## src/rtl/accelerator_vector_series_scheduler_if.sv

```systemverilog
// Bundle of the host-side vector handshake and the shared scalar-core handshake.
// The scheduler uses the slave view; the host/core environment uses the master view.
interface accelerator_vector_series_scheduler_if #(
  parameter int DATA_SIZE = 64
);
  logic                 start;
  logic [2:0]           operation;
  logic [DATA_SIZE-1:0] size_in;
  logic                 data_in_enable;
  logic [DATA_SIZE-1:0] data_in;
  logic                 ready;
  logic                 busy;
  logic                 error;
  logic                 data_out_enable;
  logic [DATA_SIZE-1:0] data_out;
  logic                 scalar_start;
  logic [2:0]           scalar_operation;
  logic [DATA_SIZE-1:0] scalar_data_in;
  logic                 scalar_ready;
  logic [DATA_SIZE-1:0] scalar_data_out;

  modport slave (
    input  start, operation, size_in, data_in_enable, data_in,
           scalar_ready, scalar_data_out,
    output ready, busy, error, data_out_enable, data_out,
           scalar_start, scalar_operation, scalar_data_in
  );

  modport master (
    output start, operation, size_in, data_in_enable, data_in,
           scalar_ready, scalar_data_out,
    input  ready, busy, error, data_out_enable, data_out,
           scalar_start, scalar_operation, scalar_data_in
  );
endinterface

```

## src/rtl/accelerator_vector_series_scheduler.sv

```systemverilog
// Streams a vector one element at a time through a shared scalar series core,
// with a per-element timeout on the core and registered handshake outputs.
module accelerator_vector_series_scheduler #(
  parameter int DATA_SIZE = 64,
  parameter int TIMEOUT   = 1024
) (
  input  logic                                 i_clk,
  input  logic                                 i_rst,
  accelerator_vector_series_scheduler_if.slave io_vs
);
  localparam int TW = $clog2(TIMEOUT + 1);

  localparam logic [1:0] S_IDLE  = 2'd0;
  localparam logic [1:0] S_INPUT = 2'd1;
  localparam logic [1:0] S_WAIT  = 2'd2;

  logic [1:0]           r_state;
  logic [DATA_SIZE-1:0] r_size;
  logic [DATA_SIZE-1:0] r_index;
  logic [TW-1:0]        r_timer;
  logic                 r_ready;
  logic                 r_busy;
  logic                 r_error;
  logic                 r_data_out_enable;
  logic [DATA_SIZE-1:0] r_data_out;
  logic                 r_scalar_start;
  logic [2:0]           r_scalar_operation;
  logic [DATA_SIZE-1:0] r_scalar_data_in;

  logic w_last_element;
  logic w_timer_expired;

  assign w_last_element  = (r_index == r_size - DATA_SIZE'(1));
  assign w_timer_expired = (r_timer == TW'(TIMEOUT - 1));

  always_ff @(posedge i_clk) begin
    if (i_rst) begin
      r_state            <= S_IDLE;
      r_size             <= '0;
      r_index            <= '0;
      r_timer            <= '0;
      r_ready            <= 1'b0;
      r_busy             <= 1'b0;
      r_error            <= 1'b0;
      r_data_out_enable  <= 1'b0;
      r_data_out         <= '0;
      r_scalar_start     <= 1'b0;
      r_scalar_operation <= '0;
      r_scalar_data_in   <= '0;
    end else begin
      r_ready           <= 1'b0;
      r_error           <= 1'b0;
      r_data_out_enable <= 1'b0;
      r_scalar_start    <= 1'b0;
      case (r_state)
        S_IDLE: begin
          if (io_vs.start) begin
            if (io_vs.operation > 3'd4) begin
              r_ready <= 1'b1;
              r_error <= 1'b1;
            end else if (io_vs.size_in == '0) begin
              r_ready <= 1'b1;
            end else begin
              r_scalar_operation <= io_vs.operation;
              r_size             <= io_vs.size_in;
              r_index            <= '0;
              r_busy             <= 1'b1;
              r_state            <= S_INPUT;
            end
          end
        end
        S_INPUT: begin
          if (io_vs.data_in_enable) begin
            r_scalar_start   <= 1'b1;
            r_scalar_data_in <= io_vs.data_in;
            r_timer          <= '0;
            r_state          <= S_WAIT;
          end
        end
        S_WAIT: begin
          // The core cannot answer in its own launch cycle, so that cycle is neither sampled nor timed.
          if (!r_scalar_start) begin
            if (io_vs.scalar_ready) begin
              r_data_out        <= io_vs.scalar_data_out;
              r_data_out_enable <= 1'b1;
              r_index           <= r_index + DATA_SIZE'(1);
              if (w_last_element) begin
                r_ready <= 1'b1;
                r_busy  <= 1'b0;
                r_state <= S_IDLE;
              end else begin
                r_state <= S_INPUT;
              end
            end else if (w_timer_expired) begin
              r_ready <= 1'b1;
              r_error <= 1'b1;
              r_busy  <= 1'b0;
              r_state <= S_IDLE;
            end else begin
              r_timer <= r_timer + TW'(1);
            end
          end
        end
        default: begin
          r_busy  <= 1'b0;
          r_state <= S_IDLE;
        end
      endcase
    end
  end

  assign io_vs.ready            = r_ready;
  assign io_vs.busy             = r_busy;
  assign io_vs.error            = r_error;
  assign io_vs.data_out_enable  = r_data_out_enable;
  assign io_vs.data_out         = r_data_out;
  assign io_vs.scalar_start     = r_scalar_start;
  assign io_vs.scalar_operation = r_scalar_operation;
  assign io_vs.scalar_data_in   = r_scalar_data_in;
endmodule

```

## src/flat_wrapper.sv

```systemverilog
// flat-port wrapper written by rule: the top's interface ports become plain ports
module accelerator_vector_series_scheduler_flat 
#(
  parameter int DATA_SIZE = 64,
  parameter int TIMEOUT   = 1024
)
  (i_clk, i_rst, io_vs_start, io_vs_operation, io_vs_size_in, io_vs_data_in_enable, io_vs_data_in, io_vs_scalar_ready, io_vs_scalar_data_out, io_vs_ready, io_vs_busy, io_vs_error, io_vs_data_out_enable, io_vs_data_out, io_vs_scalar_start, io_vs_scalar_operation, io_vs_scalar_data_in);
  accelerator_vector_series_scheduler_if #(.DATA_SIZE(DATA_SIZE)) io_vs_i ();
  input  logic i_clk;
  input  logic i_rst;
  input wire logic [$bits(io_vs_i.start)-1:0] io_vs_start;
  input wire logic [$bits(io_vs_i.operation)-1:0] io_vs_operation;
  input wire logic [$bits(io_vs_i.size_in)-1:0] io_vs_size_in;
  input wire logic [$bits(io_vs_i.data_in_enable)-1:0] io_vs_data_in_enable;
  input wire logic [$bits(io_vs_i.data_in)-1:0] io_vs_data_in;
  input wire logic [$bits(io_vs_i.scalar_ready)-1:0] io_vs_scalar_ready;
  input wire logic [$bits(io_vs_i.scalar_data_out)-1:0] io_vs_scalar_data_out;
  output wire logic [$bits(io_vs_i.ready)-1:0] io_vs_ready;
  output wire logic [$bits(io_vs_i.busy)-1:0] io_vs_busy;
  output wire logic [$bits(io_vs_i.error)-1:0] io_vs_error;
  output wire logic [$bits(io_vs_i.data_out_enable)-1:0] io_vs_data_out_enable;
  output wire logic [$bits(io_vs_i.data_out)-1:0] io_vs_data_out;
  output wire logic [$bits(io_vs_i.scalar_start)-1:0] io_vs_scalar_start;
  output wire logic [$bits(io_vs_i.scalar_operation)-1:0] io_vs_scalar_operation;
  output wire logic [$bits(io_vs_i.scalar_data_in)-1:0] io_vs_scalar_data_in;
  assign io_vs_i.start = io_vs_start;
  assign io_vs_i.operation = io_vs_operation;
  assign io_vs_i.size_in = io_vs_size_in;
  assign io_vs_i.data_in_enable = io_vs_data_in_enable;
  assign io_vs_i.data_in = io_vs_data_in;
  assign io_vs_i.scalar_ready = io_vs_scalar_ready;
  assign io_vs_i.scalar_data_out = io_vs_scalar_data_out;
  assign io_vs_ready = io_vs_i.ready;
  assign io_vs_busy = io_vs_i.busy;
  assign io_vs_error = io_vs_i.error;
  assign io_vs_data_out_enable = io_vs_i.data_out_enable;
  assign io_vs_data_out = io_vs_i.data_out;
  assign io_vs_scalar_start = io_vs_i.scalar_start;
  assign io_vs_scalar_operation = io_vs_i.scalar_operation;
  assign io_vs_scalar_data_in = io_vs_i.scalar_data_in;
  accelerator_vector_series_scheduler #(.DATA_SIZE(DATA_SIZE), .TIMEOUT(TIMEOUT)) u_core (.i_clk(i_clk), .i_rst(i_rst), .io_vs(io_vs_i));
endmodule
```

## config.mk

```make
export PLATFORM = sky130hd
export DESIGN_NAME = accelerator_vector_series_scheduler_flat
export DESIGN_NICKNAME = d
export VERILOG_FILES = /design/src/rtl/accelerator_vector_series_scheduler_if.sv /design/src/rtl/accelerator_vector_series_scheduler.sv /design/src/flat_wrapper.sv
export SDC_FILE = /design/constraint.sdc
export NUM_CORES = 1
export LEC_CHECK = 0
export ABC_CLOCK_PERIOD_IN_PS = 4320
export CAP_MARGIN = 20
export CORE_AREA = 2 2 165 167
export CTS_CLUSTER_SIZE = 14
export DETAILED_ROUTE_END_ITERATION = 16
export DIE_AREA = 0 0 167 169
export PLACE_DENSITY = 0.8
export SLEW_MARGIN = 5
export SYNTH_ARGS = -nofsm -noshare
export SYNTH_HDL_FRONTEND = slang
export SYNTH_SLANG_ARGS = --single-unit
```

## constraint.sdc

```tcl
create_clock -name i_clk -period 4.32 [get_ports i_clk]
set_input_delay 0.432 -clock i_clk [delete_from_list [all_inputs] [get_ports i_clk]]
set_output_delay 0.432 -clock i_clk [all_outputs]
set_load 0.1 [all_outputs]
```

Word-level counts from Yosys, hierarchy flattened:

Index checks and enable logic that the tools add are counted.

* register bits after elaboration: 277
* input port bits: 200
* output and inout bits: 136
* logic and storage cells: 91

* add/sub/neg operators: 3
* order comparisons: 1
* equality and inequality tests: 14
* mux-type cells: 43
* bitwise gates (word level): 5
* reduce and logical (&&, ||, !) cells: 13

Operators by type and width (count)
* $mux W64: 5
* $pmux W64 S2: 1
* $add A64 B1 Y64 const B: 1
* $eq A64 B64 Y1: 1
* $logic_not A64 Y1: 1
* $sub A64 B1 Y64 const B: 1
* $mux W11: 4
* $pmux W11 S2: 1
* $mux W1: 21
* $ne A2 B2 Y1 const B: 8
* $mux W2: 7
* $reduce_and A6 Y1: 2
* $add A11 B1 Y11 const B: 1
* $eq A11 B10 Y1 const B: 1
* $reduce_and A7 Y1: 1
* $ne A3 B2 Y1 const B: 2
* $pmux W2 S3: 1
* $not A1 Y1: 5
* $reduce_and A5 Y1: 1
* $pmux W1 S2: 2
* $reduce_and A4 Y1: 1
* $reduce_bool A2 Y1: 2
* $gt A3 B3 Y1 const B: 1
* $pmux W1 S3: 1
* other kinds (7): 7

Longest topological paths before layout:

Gate-level depths: netlist of the first run.

* depth after elaboration: 6
* mapped depth: 13
* depth with buffers taken out: 11

Worst setup path before layout of the first run:

OpenSTA, ideal clock, no wires.

* kind: flip-flop to flip-flop
* start: register u_core.r_size[0]
* end: register u_core.r_busy (netlist: u_core.io_vs.busy)
* setup time: 0.123 ns
* arrival: 3.040 ns
* data required time: 4.197 ns
* path slack: 1.157 ns
* cell stages (with the launch flop): 13
* buffers on the path: 1
* period minus slack after synthesis: 3.163 ns
* cells stage by stage: dfxtp_1 -> clkbuf_1 -> inv_1 -> ha_1 -> nor3b_2 -> nand4_1 -> or4_4 -> or4_1 -> a211oi_1 -> nand4_1 -> nor4b_2 -> and3_1 -> a211oi_1

* cells in the longest elaborated chain, start to end: 4

RTL lines
* start, declared: line accelerator_vector_series_scheduler.sv:18 `logic [DATA_SIZE-1:0] r_size;`
* start signal, assigned: line accelerator_vector_series_scheduler.sv:65 `r_size <= io_vs.size_in;`
* $sub A64 B1 Y64: line accelerator_vector_series_scheduler.sv:33 `assign w_last_element = (r_index == r_size - DATA_SIZE'(1));`
* $eq A64 B64 Y1: line accelerator_vector_series_scheduler.sv:33
* $ne A3 B2 Y1 (no source line)
* $reduce_and A7 Y1 (no source line)
* end signal, assigned: line accelerator_vector_series_scheduler.sv:43 `r_busy <= 1'b0;`
* end signal, assigned: line accelerator_vector_series_scheduler.sv:67 `r_busy <= 1'b1;`
* end signal, assigned: line accelerator_vector_series_scheduler.sv:89 `r_busy <= 1'b0;`
* end, declared: line accelerator_vector_series_scheduler.sv:22 `logic r_busy;`

Every way passes these cells.
A chain may end at the register's enable or synchronous reset.

Final worst setup path of the first run:

* start: register u_core.r_size[1]
* end: register u_core.r_busy (netlist: u_core.io_vs.busy)

Same word-level chain as after synthesis.

==> run summary, run 1 <==
Logic synthesis
• **library cell with the largest summed area after synthesis** sky130_fd_sc_hd__dfxtp_1
• **area of the mapped netlist** 0.0128 sq mm
• **fraction of registers with async set/reset** 0%
• **count of distinct cell types in the synthesized netlist** 66
• **post-synthesis register bit count** 277
• **portion of the post-synthesis area used by sequential elements** 43.2%
• **Post-synth top flop** sky130_fd_sc_hd__dfxtp_1
• **EDFF count, synth** 0
• **Synth Area per Inst** 8.16 sq um
• **Mapped Nets** 1777
• **leading cell types by total area after synthesis** sky130_fd_sc_hd__dfxtp_1, sky130_fd_sc_hd__nand2_1, sky130_fd_sc_hd__a21oi_1, sky130_fd_sc_hd__mux2i_1, sky130_fd_sc_hd__nor2_1
• **top-area cell type share of the netlist area** 43.2%
• **number of warnings printed during yosys synthesis** 0
• **Mapped Cells** 1574

STA
• **post-route minimum period** 3.79 ns
• **final setup TNS** 0 ns
• **total count of max-transition violations in the final report** 0
• **setup repair after global routing missed its margin** false
• **worst clock skew** 0.0141 ns
• **measured slew at the worst slew-check pin** 1.08 ns
• **Setup Viol. Count Final** 0
• **worst relative slew slack** 27.9%
• **Highest Clock Rate** 264 MHz
• **final hold viol count** 0
• **crit share post-route** 87.7%

Global routing
• **global route total overflow** 0
• **antenna violations before repair** 3
• **first-pass GRT wire length** 63200 um
• **largest net degree at the start of global routing** 112
• **Global Route Usage Sum** 27.5%
• **via count of the first global-routing pass** 12.0k

Power
• **Overall Power** 0.00676 W
• **Peak VDD IR** 0.365 mV
• **total power per unit cell area** 385 mW/mm^2
• **Leakage Power** 6.18 nW

Floorplan
• **height of the die** 169 um
• **Rows** 60
• **horizontal die dimension** 167 um
• **Die Footprint** 0.0282 sq mm
• **initial standard-cell utilization of the core** 48.5%
• **total core area** 0.0265 sq mm
• **total I/O pin count** 336

Worst setup path
• **worst setup path category** flop to flop
• **capturing instance or port of the critical path** u_core.io_vs.busy
• **data required time of the worst path** 4.76 ns
• **critical path launch point type** flop
• **Arrival @ worst endpoint** 4.23 ns
• **first element of the critical path** u_core.r_size[1]
• **worst-case reg-to-reg path depth** 13
• **crit path max fanout** 12
• **endpoint of the worst-slack reg-to-reg timing path** u_core.io_vs.busy
• **R2R Setup Slk** 0.53 ns
• **type of element capturing the critical path** flop
• **critical register-to-register path startpoint** u_core.r_size[1]

Clocking
• **clk buf depth** 3
• **CTS tree** built
• **clock latency reported for the late side of the worst-skew pair** 0.57 ns
• **number of hold buffers added after cts** 0
• **number of buffers inserted during clock tree synthesis** 30
• **post-CTS setup repair buffer count** 0
• **post-CTS resize count** 0
• **CTS sink cnt** 277
• **clock slew at the register clock pins of the worst setup and hold paths** 0.06 ns
• **CTS Root Buffer Type** sky130_fd_sc_hd__clkbuf_16
• **H-Tree Level Count** 1

Run
• **reported max-cap violation count** 0

Final layout
• **Post-layout nets** 2082
• **combined area of the multi-input logic cells** 0.00697 sq mm
• **post-route cell area** 0.0176 sq mm
• **post-route core utilization** 66.3%
• **flip-flop and latch area** 0.00555 sq mm
• **final-layout fill cell count** 2171
• **proportion of layout cells with a drive suffix above 1** 5.63%
• **P&R area growth vs syn** 36.8%

Routing
• **vias per inst** 5.58
• **post-route ant nets** 0
• **total wire length after detailed routing** 41200 um
• **number of DRC violations after detailed routing** 0
• **average wire per cell in the routed design** 18.4 um
• **DRT Pass-1 Iters** 8
• **drt initial violations** 1119
• **Vias** 12.5k

Placement
• **final weighted congestion of routability-driven global placement** 0.978
• **number of I/O port buffers** 335
• **Final HPWL DP** 30400 um
• **placed standard-cell area** 0.0165 sq mm

Status
• **result of the run** finished clean

Min path
• **path category of the worst min-delay check** input port to flop

==> metrics by stage <==
| stage | hold slack (ns) | setup slack, ns | cells |
|---|---|---|---|
| floorplan | 0.437 | 1.16 | 1574 |
| global placement | 0.441 | 0.416 | 2185 |
| detailed placement | 0.446 | 0.399 | 2187 |
| CTS | 0.393 | 0.610 | 2239 |
| global route | 0.407 | 0.356 | 2240 |
| finish | 0.405 | 0.530 | 2241 |
==> cells in the mapped netlist (5+ instances only) <==
cell type	number
sky130_fd_sc_hd__clkbuf_1	70
sky130_fd_sc_hd__nor4_1	42
sky130_fd_sc_hd__o21ai_0	13
sky130_fd_sc_hd__xnor2_1	69
sky130_fd_sc_hd__a21oi_1	154
sky130_fd_sc_hd__or3_1	19
sky130_fd_sc_hd__inv_1	12
sky130_fd_sc_hd__mux2i_1	73
sky130_fd_sc_hd__or4_1	5
sky130_fd_sc_hd__nand2_1	303
sky130_fd_sc_hd__or2_2	6
sky130_fd_sc_hd__xor2_1	78
sky130_fd_sc_hd__nor2_1	192
sky130_fd_sc_hd__nor3_2	6
sky130_fd_sc_hd__and3_1	22
sky130_fd_sc_hd__a31oi_1	6
sky130_fd_sc_hd__a211oi_1	7
sky130_fd_sc_hd__dfxtp_1	277
sky130_fd_sc_hd__nand3b_1	5
sky130_fd_sc_hd__nor3_1	31
sky130_fd_sc_hd__nand2b_1	7
sky130_fd_sc_hd__nand4_1	53
sky130_fd_sc_hd__buf_1	10
sky130_fd_sc_hd__and4_1	5
sky130_fd_sc_hd__nor4b_1	6
sky130_fd_sc_hd__nand3_1	38
==> registers in the layout, indices dropped and copies added, names as in the netlist <==
| name | flops |
|---|---|
| u_core.r_size | 64 |
| u_core.io_vs.error | 1 |
| u_core.io_vs.ready | 1 |
| u_core.io_vs.scalar_operation | 3 |
| u_core.io_vs.data_out_enable | 1 |
| u_core.io_vs.data_out | 64 |
| u_core.io_vs.busy | 1 |
| u_core.r_state | 2 |
| u_core.r_timer | 11 |
| u_core.io_vs.scalar_start | 1 |
| u_core.io_vs.scalar_data_in | 64 |
| u_core.r_index | 64 |
==> worst min path at each step <==
stage	from	endpoint	cells after the start
3_5_place_dp	u_core.io_vs.scalar_data_in[62]	u_core.io_vs.scalar_data_in[62]	2
6_report	i_rst	u_core.io_vs.data_out[18]	2
4_1_cts	io_vs_data_in[25]	u_core.io_vs.scalar_data_in[25]	3
2_1_floorplan	u_core.r_timer[10]	u_core.r_timer[10]	2
5_1_grt	io_vs_scalar_data_out[52]	u_core.io_vs.data_out[52]	3
3_3_place_gp	u_core.io_vs.scalar_data_in[2]	u_core.io_vs.scalar_data_in[2]	2
==> worst max-delay path: stages, from the launching register on <==
cell and delay, ns:
sky130_fd_sc_hd__dfxtp_1 0.37, sky130_fd_sc_hd__inv_1 0.08, sky130_fd_sc_hd__ha_1 0.20, sky130_fd_sc_hd__nor3b_2 0.39, sky130_fd_sc_hd__nand4_1 0.23, sky130_fd_sc_hd__buf_4 0.26, sky130_fd_sc_hd__or3_1 0.36, sky130_fd_sc_hd__nor4_1 0.53
sky130_fd_sc_hd__nand3_1 0.18, sky130_fd_sc_hd__o31a_1 0.14, sky130_fd_sc_hd__a2111oi_0 0.48, sky130_fd_sc_hd__buf_4 0.23, sky130_fd_sc_hd__and3_1 0.15, sky130_fd_sc_hd__a211oi_1 0.05
==> cell type report <==
| cell class | instances | share of cell area (%) |
|---|---|---|
| multi-input cells | 1200 | 39.6 |
| clock buffers | 40 | 4.77 |
| repair buffers | 358 | 20.3 |
| clock inverters | 12 | 1.02 |
| well taps | 341 | 2.43 |
| flip-flops and latches | 277 | 31.6 |
| inverters | 12 | 0.256 |
| diodes | 1 | 0.0142 |
==> cells in the final DEF (no fill, tap or decap), types with 12 or more instances in the layout <==
cell | synthesis | final
sky130_fd_sc_hd__a21oi_1 | 154 | 154
sky130_fd_sc_hd__and3_1 | 22 | 22
sky130_fd_sc_hd__buf_4 | 0 | 18
sky130_fd_sc_hd__clkbuf_16 | 0 | 30
sky130_fd_sc_hd__clkdlybuf4s50_1 | 0 | 334
sky130_fd_sc_hd__dfxtp_1 | 277 | 277
sky130_fd_sc_hd__inv_1 | 12 | 12
sky130_fd_sc_hd__mux2i_1 | 73 | 73
sky130_fd_sc_hd__nand2_1 | 303 | 303
sky130_fd_sc_hd__nand3_1 | 38 | 38
sky130_fd_sc_hd__nand4_1 | 53 | 53
sky130_fd_sc_hd__nor2_1 | 192 | 189
sky130_fd_sc_hd__nor3_1 | 31 | 31
sky130_fd_sc_hd__nor4_1 | 42 | 42
sky130_fd_sc_hd__o21ai_0 | 13 | 13
sky130_fd_sc_hd__or3_1 | 19 | 18
sky130_fd_sc_hd__xnor2_1 | 69 | 69
sky130_fd_sc_hd__xor2_1 | 78 | 78
==> cell families (layout without fill, tap and decap cells) <==
group,after synthesis,after routing,synth area share [%]
multiplexers,74,74,5.78
AND/OR/NAND/NOR,765,765,28.7
flip-flops,277,277,43.2
adder cells (fa/ha/maj),3,3,0.292
XOR/XNOR,147,147,10.0
other,0,1,0
AO/OA/AOI/OAI,211,211,9.19
buffers and inverters,97,422,2.88
==> report_power, final <==
part	switching, W	total [W]	internal [W]
registers	0.000110	0.00275	0.00264
clock network	0.00105	0.00265	0.00159
logic	0.000831	0.00136	0.000530
==> routing by layer <==
layer | GRT usage [%] | routed length, um | up-vias
met5 | 0 | 13 | -
met4 | 11.5 | 1740 | 2
li1 | - | - | 6027
met2 | 48.6 | 20400 | 547
met1 | 32.0 | 15600 | 5810
met3 | 6.57 | 3370 | 119
(Power assumes the default switching activity.)
==> run 2: changes to the inputs <==
Settings changed: GPL_TIMING_DRIVEN set to 0, SLEW_MARGIN 5 to 20.
==> run summary, run 2 (synthesis results as in run 1) <==
STA
• **crit share post-route** 97.2%, was 87.7%
• **Highest Clock Rate** 238 MHz, was 264 MHz
• **final setup TNS** 0 ns, unchanged
• **Setup Viol. Count Final** 0, unchanged
• **worst clock skew** 0.0143 ns, was 0.0141 ns
• **setup repair after global routing missed its margin** false, unchanged
• **final hold viol count** 0, unchanged
• **total count of max-transition violations in the final report** 0, unchanged
• **post-route minimum period** 4.20 ns, was 3.79 ns
• **worst relative slew slack** 25.8%, was 27.9%
• **measured slew at the worst slew-check pin** 1.11 ns, was 1.08 ns

Routing
• **average wire per cell in the routed design** 18.9 um, was 18.4 um
• **drt initial violations** 855, was 1119
• **total wire length after detailed routing** 43600 um, was 41200 um
• **Vias** 12.7k, was 12.5k
• **number of DRC violations after detailed routing** 0, unchanged
• **DRT Pass-1 Iters** 7, was 8
• **post-route ant nets** 0, unchanged
• **vias per inst** 5.53, was 5.58

Clocking
• **clock latency reported for the late side of the worst-skew pair** 0.57 ns, about the same
• **clk buf depth** 3, unchanged
• **post-CTS resize count** 0, unchanged
• **number of hold buffers added after cts** 0, unchanged
• **number of buffers inserted during clock tree synthesis** 29, was 30
• **post-CTS setup repair buffer count** 0, unchanged
• **clock slew at the register clock pins of the worst setup and hold paths** 0.06 ns, about the same
• **CTS sink cnt** 277, unchanged
• **H-Tree Level Count** 1, unchanged
• **CTS Root Buffer Type** sky130_fd_sc_hd__clkbuf_16, unchanged
• **CTS tree** built, unchanged

Power
• **Leakage Power** 6.13 nW, was 6.18 nW
• **switching power share of the total** 30.7%, was 29.5%
• **clock share of power** 37.8%, was 39.2%
• **proportion of power drawn by flip-flops and latches** 41.4%, was 40.7%
• **Comb pwr share** 20.8%, was 20.2%
• **Peak VDD IR** 0.392 mV, was 0.365 mV
• **net switching power** 0.00203 W, was 0.00199 W
• **total internal power** 0.00458 W, was 0.00476 W
• **total power per unit cell area** 376 mW/mm^2, was 385 mW/mm^2

Placement
• **placed standard-cell area** 0.0166 sq mm, was 0.0165 sq mm
• **Final HPWL DP** 33700 um, was 30400 um
• **final weighted congestion of routability-driven global placement** 0.955, was 0.978
• **number of I/O port buffers** 334, was 335

Final layout
• **final-layout fill cell count** 2211, was 2171
• **most common cell after layout, fill and taps aside** sky130_fd_sc_hd__clkdlybuf4s50_1, unchanged
• **post-route cell area** 0.0176 sq mm, about the same
• **Post-layout nets** 2142, was 2082
• **P&R area growth vs syn** 36.9%, was 36.8%
• **ANT cells** 0, was 1
• **commonest cells after routing, fill and taps aside** sky130_fd_sc_hd__clkdlybuf4s50_1, sky130_fd_sc_hd__nand2_1, sky130_fd_sc_hd__dfxtp_1, unchanged
• **proportion of layout cells with a drive suffix above 1** 4.44%, was 5.63%
• **flip-flop and latch area** 0.00555 sq mm, unchanged
• **combined area of the multi-input logic cells** 0.00695 sq mm, was 0.00697 sq mm

Run
• **reported max-cap violation count** 0, unchanged

Global routing
• **via count of the first global-routing pass** 12.7k, was 12.0k
• **largest net degree at the start of global routing** 16, was 112
• **global route total overflow** 0, unchanged
• **Global Route Usage Sum** 29.5%, was 27.5%
• **first-pass GRT wire length** 67200 um, was 63200 um
• **antenna violations before repair** 0, was 3

Worst setup path
• **critical register-to-register path startpoint** u_core.r_size[0], was u_core.r_size[1]
• **worst setup path category** input port to flop, was flop to flop
• **R2R Setup Slk** 0.35 ns, was 0.53 ns
• **type of element capturing the critical path** flop, unchanged
• **Arrival @ worst endpoint** 4.68 ns, was 4.23 ns
• **worst-case reg-to-reg path depth** 12, was 13
• **critical path launch point type** input port, was flop
• **data required time of the worst path** 4.81 ns, was 4.76 ns
• **endpoint of the worst-slack reg-to-reg timing path** u_core.io_vs.busy, unchanged
• **crit path max fanout** 10, was 12

Min path
• **worst hold stages** 2, unchanged
• **Hold EP** u_core.io_vs.data_out_enable, was u_core.io_vs.data_out[18]
• **startpoint of the tightest hold check path** i_rst, unchanged
• **path category of the worst min-delay check** input port to flop, unchanged

Floorplan
• **horizontal die dimension** 167 um, unchanged
• **Die Footprint** 0.0282 sq mm, unchanged
• **total core area** 0.0265 sq mm, unchanged
• **initial standard-cell utilization of the core** 48.5%, unchanged
• **Rows** 60, unchanged
• **height of the die** 169 um, unchanged
• **total I/O pin count** 336, unchanged

Status
• **result of the run** finished clean, unchanged

-- run 2: cell types whose count changed in the layout (fill, tap and decap cells not counted), moves of 3 or more --
cell,before,now
sky130_fd_sc_hd__buf_1,0,10
sky130_fd_sc_hd__buf_12,3,0
sky130_fd_sc_hd__buf_2,1,4
sky130_fd_sc_hd__buf_4,18,0
sky130_fd_sc_hd__bufinv_16,4,1
sky130_fd_sc_hd__clkbuf_1,5,75
sky130_fd_sc_hd__nor2_1,189,192
sky130_fd_sc_hd__nor2_4,3,0
-- run 2: area by class of cell --
cell class              instances  area share, %
multi-input cells            1200           39.5
inverters                      12          0.256
clock inverters                12          0.619
flip-flops and latches        277           31.5
clock buffers                  41           4.78
plain buffers                  85           1.85
repair buffers                334           19.0
well taps                     341           2.43
-- run 2: per-layer routing --
layer	wire [um]	share of wire (%)	up-vias	track usage, %
li1	-	-	6150	-
met1	16700	38	5922	33.5
met2	21200	49	525	51.7
met3	3420	7.8	127	7.11
met4	2320	5.3	0	15.1
met5	0	0	-	0
-- run 2: worst max-delay path by stage --
stage / endpoint / slack [ns] / start / cells after the start
2_1_floorplan: u_core.io_vs.busy / 1.16 / u_core.r_size[0] / 12
3_3_place_gp: u_core.r_index[1] / -0.51 / io_vs_size_in[2] / 12
3_5_place_dp: u_core.r_index[24] / -0.55 / io_vs_size_in[2] / 12
4_1_cts: u_core.r_index[24] / 0.01 / io_vs_size_in[2] / 12
5_1_grt: u_core.r_index[24] / 0.03 / io_vs_size_in[34] / 12
6_report: u_core.r_index[24] / 0.12 / io_vs_size_in[34] / 12
-- run 2: worst max-delay path: stages --
cell	delay, ns
sky130_fd_sc_hd__clkdlybuf4s50_1	0.45
sky130_fd_sc_hd__nor4_1	0.67
sky130_fd_sc_hd__nand4_1	0.37
sky130_fd_sc_hd__nor4_2	0.47
sky130_fd_sc_hd__o32a_1	0.39
sky130_fd_sc_hd__or2_2	0.16
sky130_fd_sc_hd__clkbuf_1	0.19
sky130_fd_sc_hd__nor2_1	0.27
sky130_fd_sc_hd__or2_2	0.35
sky130_fd_sc_hd__clkbuf_1	0.29
sky130_fd_sc_hd__buf_1	0.39
sky130_fd_sc_hd__a21oi_1	0.24
-- run 2: power by group through the flow --
stage	logic, W	registers (W)	clock network (W)
after floorplan	0.000636	0.00301	0
final	0.00138	0.00273	0.00250
after global placement	0.00134	0.00279	0
after CTS	0.00136	0.00273	0.00252
after global routing	0.00147	0.00274	0.00262
after detailed placement	0.00135	0.00279	0
-- run 2: stage by stage --
stage               std cells  hold slack (ns)  worst slack [ns]  util [%]  power, W
floorplan                1574            0.437              1.16         -   0.00365
global placement         2249            0.441            -0.508      62.7   0.00412
detailed placement       2249            0.446            -0.552      62.7   0.00414
CTS                      2302            0.317            0.0126      66.3   0.00661
global route             2302            0.380            0.0323      66.3   0.00683
finish                   2302            0.317             0.122      66.3   0.00661
